`src/rtl/load_store_unit.sv`:
```
// RV64 load/store sequencer: accepts one access from IDLE, reads the containing
// doubleword when needed, extends loads or merges partial stores, and pulses done.
module load_store_unit #(
  parameter int unsigned MEM_LAT = 2
) (
  input  logic        clk,
  input  logic        rst_n,
  input  logic        req,
  input  logic        we,
  input  logic [2:0]  funct3,
  input  logic [63:0] addr,
  input  logic [63:0] wdata,
  output logic        busy,
  output logic        done,
  output logic        err,
  output logic [63:0] rdata,
  output logic [63:0] mem_addr,
  output logic        mem_wr,
  output logic [63:0] mem_wdata,
  input  logic [63:0] mem_rdata
);

  localparam logic [1:0] IDLE    = 2'd0;
  localparam logic [1:0] RD_WAIT = 2'd1;
  localparam logic [1:0] WRITE   = 2'd2;
  localparam logic [1:0] DONE    = 2'd3;

  localparam logic [2:0] LAT_LAST = 3'(MEM_LAT - 1);

  logic [1:0]  state;
  logic [2:0]  lat_cnt;
  logic        we_q;
  logic [2:0]  funct3_q;
  logic [63:0] addr_q;
  logic [63:0] wdata_q;
  logic        err_q;

  logic        req_bad;
  logic [63:0] load_lane;
  logic [63:0] load_val;
  logic [63:0] lane_mask;
  logic [63:0] merged;

  // Request check on the live inputs so the error path can skip straight to DONE.
  always_comb begin
    req_bad = we ? funct3[2] : (funct3 == 3'b111);
    unique case (funct3[1:0])
      2'b01:   if (addr[0])        req_bad = 1'b1;
      2'b10:   if (addr[1:0] != '0) req_bad = 1'b1;
      2'b11:   if (addr[2:0] != '0) req_bad = 1'b1;
      default: ;
    endcase
  end

  always_comb begin
    load_lane = mem_rdata >> {addr_q[2:0], 3'b000};
    unique case (funct3_q)
      3'b000:  load_val = {{56{load_lane[7]}},  load_lane[7:0]};
      3'b001:  load_val = {{48{load_lane[15]}}, load_lane[15:0]};
      3'b010:  load_val = {{32{load_lane[31]}}, load_lane[31:0]};
      3'b100:  load_val = {56'd0, load_lane[7:0]};
      3'b101:  load_val = {48'd0, load_lane[15:0]};
      3'b110:  load_val = {32'd0, load_lane[31:0]};
      default: load_val = load_lane;
    endcase
  end

  // Partial store: replace only the addressed byte lanes of the fetched doubleword.
  always_comb begin
    unique case (funct3_q[1:0])
      2'b00:   lane_mask = 64'h0000_0000_0000_00FF;
      2'b01:   lane_mask = 64'h0000_0000_0000_FFFF;
      2'b10:   lane_mask = 64'h0000_0000_FFFF_FFFF;
      default: lane_mask = '1;
    endcase
    lane_mask = lane_mask << {addr_q[2:0], 3'b000};
    merged    = (mem_rdata & ~lane_mask) | ((wdata_q << {addr_q[2:0], 3'b000}) & lane_mask);
  end

  always_ff @(posedge clk or negedge rst_n) begin
    if (!rst_n) begin
      state     <= IDLE;
      lat_cnt   <= '0;
      we_q      <= 1'b0;
      funct3_q  <= '0;
      addr_q    <= '0;
      wdata_q   <= '0;
      err_q     <= 1'b0;
      rdata     <= '0;
      mem_wdata <= '0;
    end else begin
      unique case (state)
        IDLE: begin
          if (req) begin
            we_q     <= we;
            funct3_q <= funct3;
            addr_q   <= addr;
            wdata_q  <= wdata;
            err_q    <= req_bad;
            lat_cnt  <= LAT_LAST;
            if (req_bad) begin
              state <= DONE;
            end else if (we && funct3[1:0] == 2'b11) begin
              mem_wdata <= wdata;
              state     <= WRITE;
            end else begin
              state <= RD_WAIT;
            end
          end
        end
        RD_WAIT: begin
          if (lat_cnt == '0) begin
            if (we_q) begin
              mem_wdata <= merged;
              state     <= WRITE;
            end else begin
              rdata <= load_val;
              state <= DONE;
            end
          end else begin
            lat_cnt <= lat_cnt - 3'd1;
          end
        end
        WRITE:   state <= DONE;
        default: state <= IDLE;
      endcase
    end
  end

  assign busy     = (state != IDLE);
  assign done     = (state == DONE);
  assign err      = done & err_q;
  assign mem_wr   = (state == WRITE);
  assign mem_addr = {addr_q[63:3], 3'b000};

endmodule

```
`config.mk`:
```
export PLATFORM = sky130hd
export DESIGN_NAME = load_store_unit
export DESIGN_NICKNAME = d
export VERILOG_FILES = /design/src/rtl/load_store_unit.sv
export SDC_FILE = /design/constraint.sdc
export NUM_CORES = 1
export LEC_CHECK = 0
export ABC_AREA = 0
export CAP_MARGIN = 10
export CORE_UTILIZATION = 44
export DETAILED_ROUTE_END_ITERATION = 16
export PLACE_DENSITY = 0.73
export SYNTH_ARGS = -nofsm -noshare
export SYNTH_HDL_FRONTEND = slang
export SYNTH_SLANG_ARGS = --single-unit
```
`constraint.sdc`:
```
create_clock -name clk -period 4.1 [get_ports clk]
set_clock_uncertainty 0.05 [all_clocks]
set_input_delay 0.82 -clock clk [delete_from_list [all_inputs] [get_ports clk]]
set_output_delay 0.82 -clock clk [all_outputs]
set_load 0.005 [all_outputs]
```
# After elaboration in Yosys (flattened, before gate mapping)
# Index checks and enable logic that the tools add are counted.
# totals
regBits	266
inputBits	199
output_inout_bits	196
elab_cells	75
# classes
n_addsub	1
eq_ne	20
shifts	3
mux	22
bitwise	6
reduce_logical	14
# ops
operator	count
64-bit one-hot mux with 6 select lines	1
64-bit 2-to-1 mux	5
64-bit one-hot mux with 3 select lines	1
64-bit AND	2
64-bit one-hot mux with 2 select lines	1
64-bit by 6-bit left shift with 64-bit output	2
64-bit NOT	1
64-bit bitwise OR	1
64-bit by 6-bit >> shifter with 64-bit output	1
3-bit equality test, second input constant	4
2-bit != test, second input constant	6
2-bit equality test, second input constant	5
2-bit 2-to-1 mux	4
2-bit by 1-bit equality test with 1-bit output, second input constant	3
3-bit zero test	2
3-bit 2-to-1 mux	2
2-bit one-hot mux with 3 select lines	1
3-bit one-hot mux with 2 select lines	1
3-bit AND reduction	2
6-bit AND reduction	1
2-bit nonzero test	3
1-bit 2-to-1 mux	5
2-bit zero test	2
2-bit AND reduction	2
other kinds (8)	8

# Logic depth before layout (Yosys ltp)
# depth
depth_word	9
ltp_mapped	11
depth_no_buf	7

# Worst setup path after synthesis
# OpenSTA, ideal clock, no wires.
# synth_path
kind	input to register
from	input port addr[2]
to	register mem_wdata[23]
setup_time_ns	0.125
arrival_ns	2.286
t_required_ns	3.925
path_slack_ns	1.639
cell_stages	7
n_path_buf	2
cell_sequence	a21o_1 a221oi_2 o2bb2ai_2 and2_1 buf_2 buf_4 mux2_2
# synth_between
elab_chain_len	5
# synth_lines
item	line_no	text
start, declared	11	input logic [63:0] addr,
3-bit nonzero test	50	2'b11: if (addr[2:0] != '0) req_bad = 1'b1;
1-bit 2-to-1 mux	50	
1-bit one-hot mux with 3 select lines	47	unique case (funct3[1:0])
2-bit != test (no line)	n/a	
6-bit AND reduction (no line)	n/a	
end signal, assigned	104	mem_wdata <= wdata;
end signal, assigned	114	mem_wdata <= merged;
end, declared	19	output logic [63:0] mem_wdata,
# No other way between the ends.
# A chain may end at the register's enable or synchronous reset.

# Worst setup path in the final report
# layout_path
from	register addr_q[0]
to	register mem_wdata[61]
# layout_between
elab_chain_len	7
elab_cells_between_ends	9
cone_classes	shift (2); mux (3); bitwise (4)
# layout_lines
item	line_no	text
start, declared	34	logic [63:0] addr_q;
start signal, assigned	97	addr_q <= addr;
64-bit by 6-bit left shift with 64-bit output	76	lane_mask = lane_mask << {addr_q[2:0], 3'b000};
64-bit NOT	77	merged = (mem_rdata & ~lane_mask) | ((wdata_q << {addr_q[2:0], 3'b000}) & lane_mask);
64-bit AND	77	
64-bit bitwise OR *	77	
64-bit 2-to-1 mux *	113	if (we_q) begin
64-bit 2-to-1 mux *	112	if (lat_cnt == '0) begin
64-bit one-hot mux with 2 select lines *	92	unique case (state)
# Every way passes the cells marked *; elsewhere a longest branch is shown, timed or not. The select of a mux whose other input is x is not followed.

==> reports/metrics.json <==
{
  "outcome": {
    "run_status": "completed"
  },
  "sta": {
    "max_slew_margin_pct": 24.0,
    "setup_repair_after_global_routing_missed_its_margin": "no",
    "setup_viol": 0,
    "whs_ns": 0.235,
    "finalHoldViolCount": 0,
    "slew_viol_final": 0,
    "tns_setup_ns": 0,
    "max_slew.worst_pin.slew_ns": 1.14,
    "post-route-period-util_pct": 76.1,
    "fmax_mhz": 321,
    "tmin_final_ns": 3.12
  },
  "global_routing": {
    "antenna_found_initial": 2,
    "grt_first_pass_wirelength_um": 82500,
    "via_count_of_the_first_global_routing_pass": 13200,
    "globalRouteTotalUtil_pct": 30.1,
    "grt.overflow.total": 0,
    "grt_max_degree": 123
  },
  "min_path": {
    "hold_path.class": "input port to async pin"
  },
  "pwr": {
    "power.combinational.fraction_pct": 54.5,
    "max-vdd-ir-drop_uv": 458,
    "power.static_leakage_nw": 8.03,
    "power.switching_mw": 7.43,
    "intPower_mw": 10.7,
    "power.share.clock_pct": 16.0,
    "share_seq_of_total_power_pct": 29.5,
    "power_density_nw_per_um2": 885,
    "power.switching_fraction_pct": 41.0
  },
  "synthesis": {
    "synth_async_sr_flop_share_pct": 100,
    "synth_top_cell_by_area": "sky130_fd_sc_hd__dfrtp_1",
    "synth_top_area_share_pct": 42.3,
    "synth.area.top_cells": "sky130_fd_sc_hd__dfrtp_1 (42%), sky130_fd_sc_hd__mux2_2 (14%), sky130_fd_sc_hd__mux2i_1 (6.2%)",
    "synth_seq_area_share_pct": 42.3,
    "ys_seq_elements": 266,
    "synthCells": 1495,
    "yosys.cell_count.top_type": "sky130_fd_sc_hd__dfrtp_1",
    "ys_top_cells_by_count": "sky130_fd_sc_hd__dfrtp_1 (266), sky130_fd_sc_hd__mux2_2 (195), sky130_fd_sc_hd__a21oi_1 (121)",
    "post_synth_instance_area_um2": 15800,
    "synthesis.area_per_instance_um2": 10.5,
    "synth_cell_type_count": 71,
    "yosys_warnings": 0,
    "dominantRegCellSynth": "sky130_fd_sc_hd__dfrtp_1",
    "synth-edff-count": 0
  },
  "placement": {
    "dp_hpwl_um": 41500,
    "placed_cell_area_um2": 19400,
    "port_buffers": 391,
    "gp_routability_congestion": 0.977
  },
  "critical_path": {
    "cp_slowest_cell": "sky130_fd_sc_hd__dfrtp_4",
    "largest_driver_fanout_on_the_critical_path": 63,
    "path_class": "register to register",
    "setup.worst_path.start_class": "register",
    "critical_path_arrival_ns": 3.50,
    "critical_path.cell_chain": "nor2b_1, buf_4, a221oi_1, a222oi_1, a21oi_1",
    "worst-endpoint-required_ns": 4.48,
    "critical-path-max-stage-delay_ns": 0.94,
    "endpoint_kind": "register"
  },
  "drt": {
    "dr_total_vias": 13800,
    "drc_errors": 0,
    "route.detailed.vias_per_inst": 6.18,
    "dr.first_iter.drc_count": 1652,
    "post_detailed_routing_wire_length_um": 56300,
    "final_antenna_net_count": 0,
    "routed_wl_per_cell_um": 25.1,
    "detail_route.first_pass.iterations": 7
  },
  "flow_run": {
    "timing.max_cap.violations": 0
  },
  "die": {
    "floorplan.die.width_um": 191,
    "dieArea_um2": 36600,
    "boundaryPins": 395,
    "die-height_um": 191,
    "rows": 68,
    "initial_utilization_pct": 45.2,
    "core_um2": 34900
  },
  "cts": {
    "worstSkewPairLatency_ns": 0.58,
    "worst_setup_hold_path_clk_slew_ns": 0.06,
    "htree_num_levels": 1,
    "cell_at_the_root_of_the_clock_tree": "sky130_fd_sc_hd__clkbuf_16",
    "cts_buffer_depth": 3,
    "tritoncts": "done",
    "cts.sinks": 266,
    "total_cts_buffers": 29,
    "resized_gates_after_cts": 0,
    "cts_hold_buffers": 0,
    "cts_post_setup_buffers_inserted": 0
  },
  "finish": {
    "syn2layout_area_growth_pct": 30.0,
    "utilization_pct": 58.7,
    "drive_gt1_share_pct": 18.2,
    "fin_area_um2": 20500,
    "fillerInstances": 2961,
    "final_net_count": 1966
  }
}
==> sequential cells by signal (all words and copies together), names as in the netlist <==
name       count
addr_q        64
mem_wdata     64
rdata         64
wdata_q       64
funct3_q       3
lat_cnt        3
state          2
err_q          1
we_q           1
==> placed cells by master (no fill, tap or decap), types with 5 or more instances in the layout <==
cell                              netlist  final
sky130_fd_sc_hd__clkdlybuf4s50_1        0    390
sky130_fd_sc_hd__dfrtp_1              266    263
sky130_fd_sc_hd__mux2_2               195    195
sky130_fd_sc_hd__a21oi_1              121    120
sky130_fd_sc_hd__nand2_1              111    110
sky130_fd_sc_hd__nor2_1                98     98
sky130_fd_sc_hd__mux2i_1               97     97
sky130_fd_sc_hd__a31oi_1               67     67
sky130_fd_sc_hd__o21ai_0               50     50
sky130_fd_sc_hd__nor2b_1               33     33
sky130_fd_sc_hd__clkbuf_16              0     29
sky130_fd_sc_hd__a211oi_1              26     26
sky130_fd_sc_hd__buf_4                 82     24
sky130_fd_sc_hd__a22oi_1               22     22
sky130_fd_sc_hd__a221oi_1              20     20
sky130_fd_sc_hd__o2bb2ai_1             19     19
sky130_fd_sc_hd__o22ai_1               17     17
sky130_fd_sc_hd__o22a_1                15     15
sky130_fd_sc_hd__mux4_2                15     15
sky130_fd_sc_hd__inv_1                 13     13
sky130_fd_sc_hd__nand3_1               13     13
sky130_fd_sc_hd__a222oi_1              13     13
sky130_fd_sc_hd__o211ai_1               9      9
sky130_fd_sc_hd__nand2b_1               7      7
sky130_fd_sc_hd__clkbuf_8               0      7
sky130_fd_sc_hd__clkbuf_1              50      6
sky130_fd_sc_hd__bufinv_16              0      6
sky130_fd_sc_hd__and2_1                 6      5
sky130_fd_sc_hd__o31a_1                 5      5
sky130_fd_sc_hd__a41oi_1                5      5
sky130_fd_sc_hd__ha_1                   6      5
sky130_fd_sc_hd__buf_12                 0      5
==> metal layers <==
metal / up-vias / part of all wire (%) / track usage (%)
li1: 6005 / - / -
met4: 0 / 3.9 / 11.6
met5: - / 0 / 0
met3: 141 / 11 / 6.37
met1: 6769 / 41 / 42.3
met2: 925 / 44 / 45.3
==> power groups by stage <==
stage                     clock (mW)  sequential (mW)  combinational [mW]
after floorplan                    0             4.71                6.77
after global placement             0             5.28                9.47
after detailed placement           0             5.32                9.71
after CTS                       2.95             5.30                9.75
after global routing            3.05             5.50                10.5
final                           2.90             5.35                9.88
==> critical path, delay by kind of cell, from the launching register on <==
kind / cells / cell delay, ns
flip-flops: 1 / 0.94
AO/OA/AOI/OAI: 3 / 0.89
AND/OR/NAND/NOR: 1 / 0.73
buffers and inverters: 1 / 0.33
==> stage by stage <==
step / power, mW / worst slack [ns] / instances
2_1_floorplan: 11.5 / 1.64 / 1497
3_3_place_gp: 14.8 / 0.824 / 2185
3_5_place_dp: 15.0 / 0.775 / 2185
4_1_cts: 18.0 / 1.03 / 2238
5_1_grt: 19.1 / 0.895 / 2240
6_report: 18.1 / 0.980 / 2240
==> worst paths after layout <==
check | from | endpoint | slack, ns | cells past startpoint
max reg2reg | addr_q[0]$_DFFE_PN0P_ | mem_wdata[61]$_DFFE_PN0P_ | 0.98 | 5
min | rst_n | rdata[43]$_DFFE_PN0P_ | 0.24 | 1
min in group clk | mem_wdata[38]$_DFFE_PN0P_ | mem_wdata[38]$_DFFE_PN0P_ | 0.44 | 1
max in group asynchronous | rst_n | wdata_q[42]$_DFFE_PN0P_ | 2.74 | 2
max | addr_q[0]$_DFFE_PN0P_ | mem_wdata[61]$_DFFE_PN0P_ | 0.98 | 5
min reg2reg | mem_wdata[38]$_DFFE_PN0P_ | mem_wdata[38]$_DFFE_PN0P_ | 0.44 | 1
==> cell type report <==
class,instances,area (µm²),area share [%]
sequential,266,6670,32.5
clock inverter,11,211,1.03
antenna,2,5.00,0.0244
multi-input combinational,1031,7940,38.8
inverter,13,48.8,0.238
clock buffer,42,845,4.12
timing repair buffer,420,4200,20.5
tap,455,569,2.78
==> logic make-up after synthesis <==
kind of cell | Yosys count | synth area share (%)
compound gates | 422 | 18.5
buf+inv | 200 | 7.65
other cells | 1 | 0.0238
mux | 315 | 22.9
simple gates | 285 | 8.18
fa+ha+maj | 6 | 0.477
flops | 266 | 42.3
Note: power is estimated with default switching activity, not from simulation.
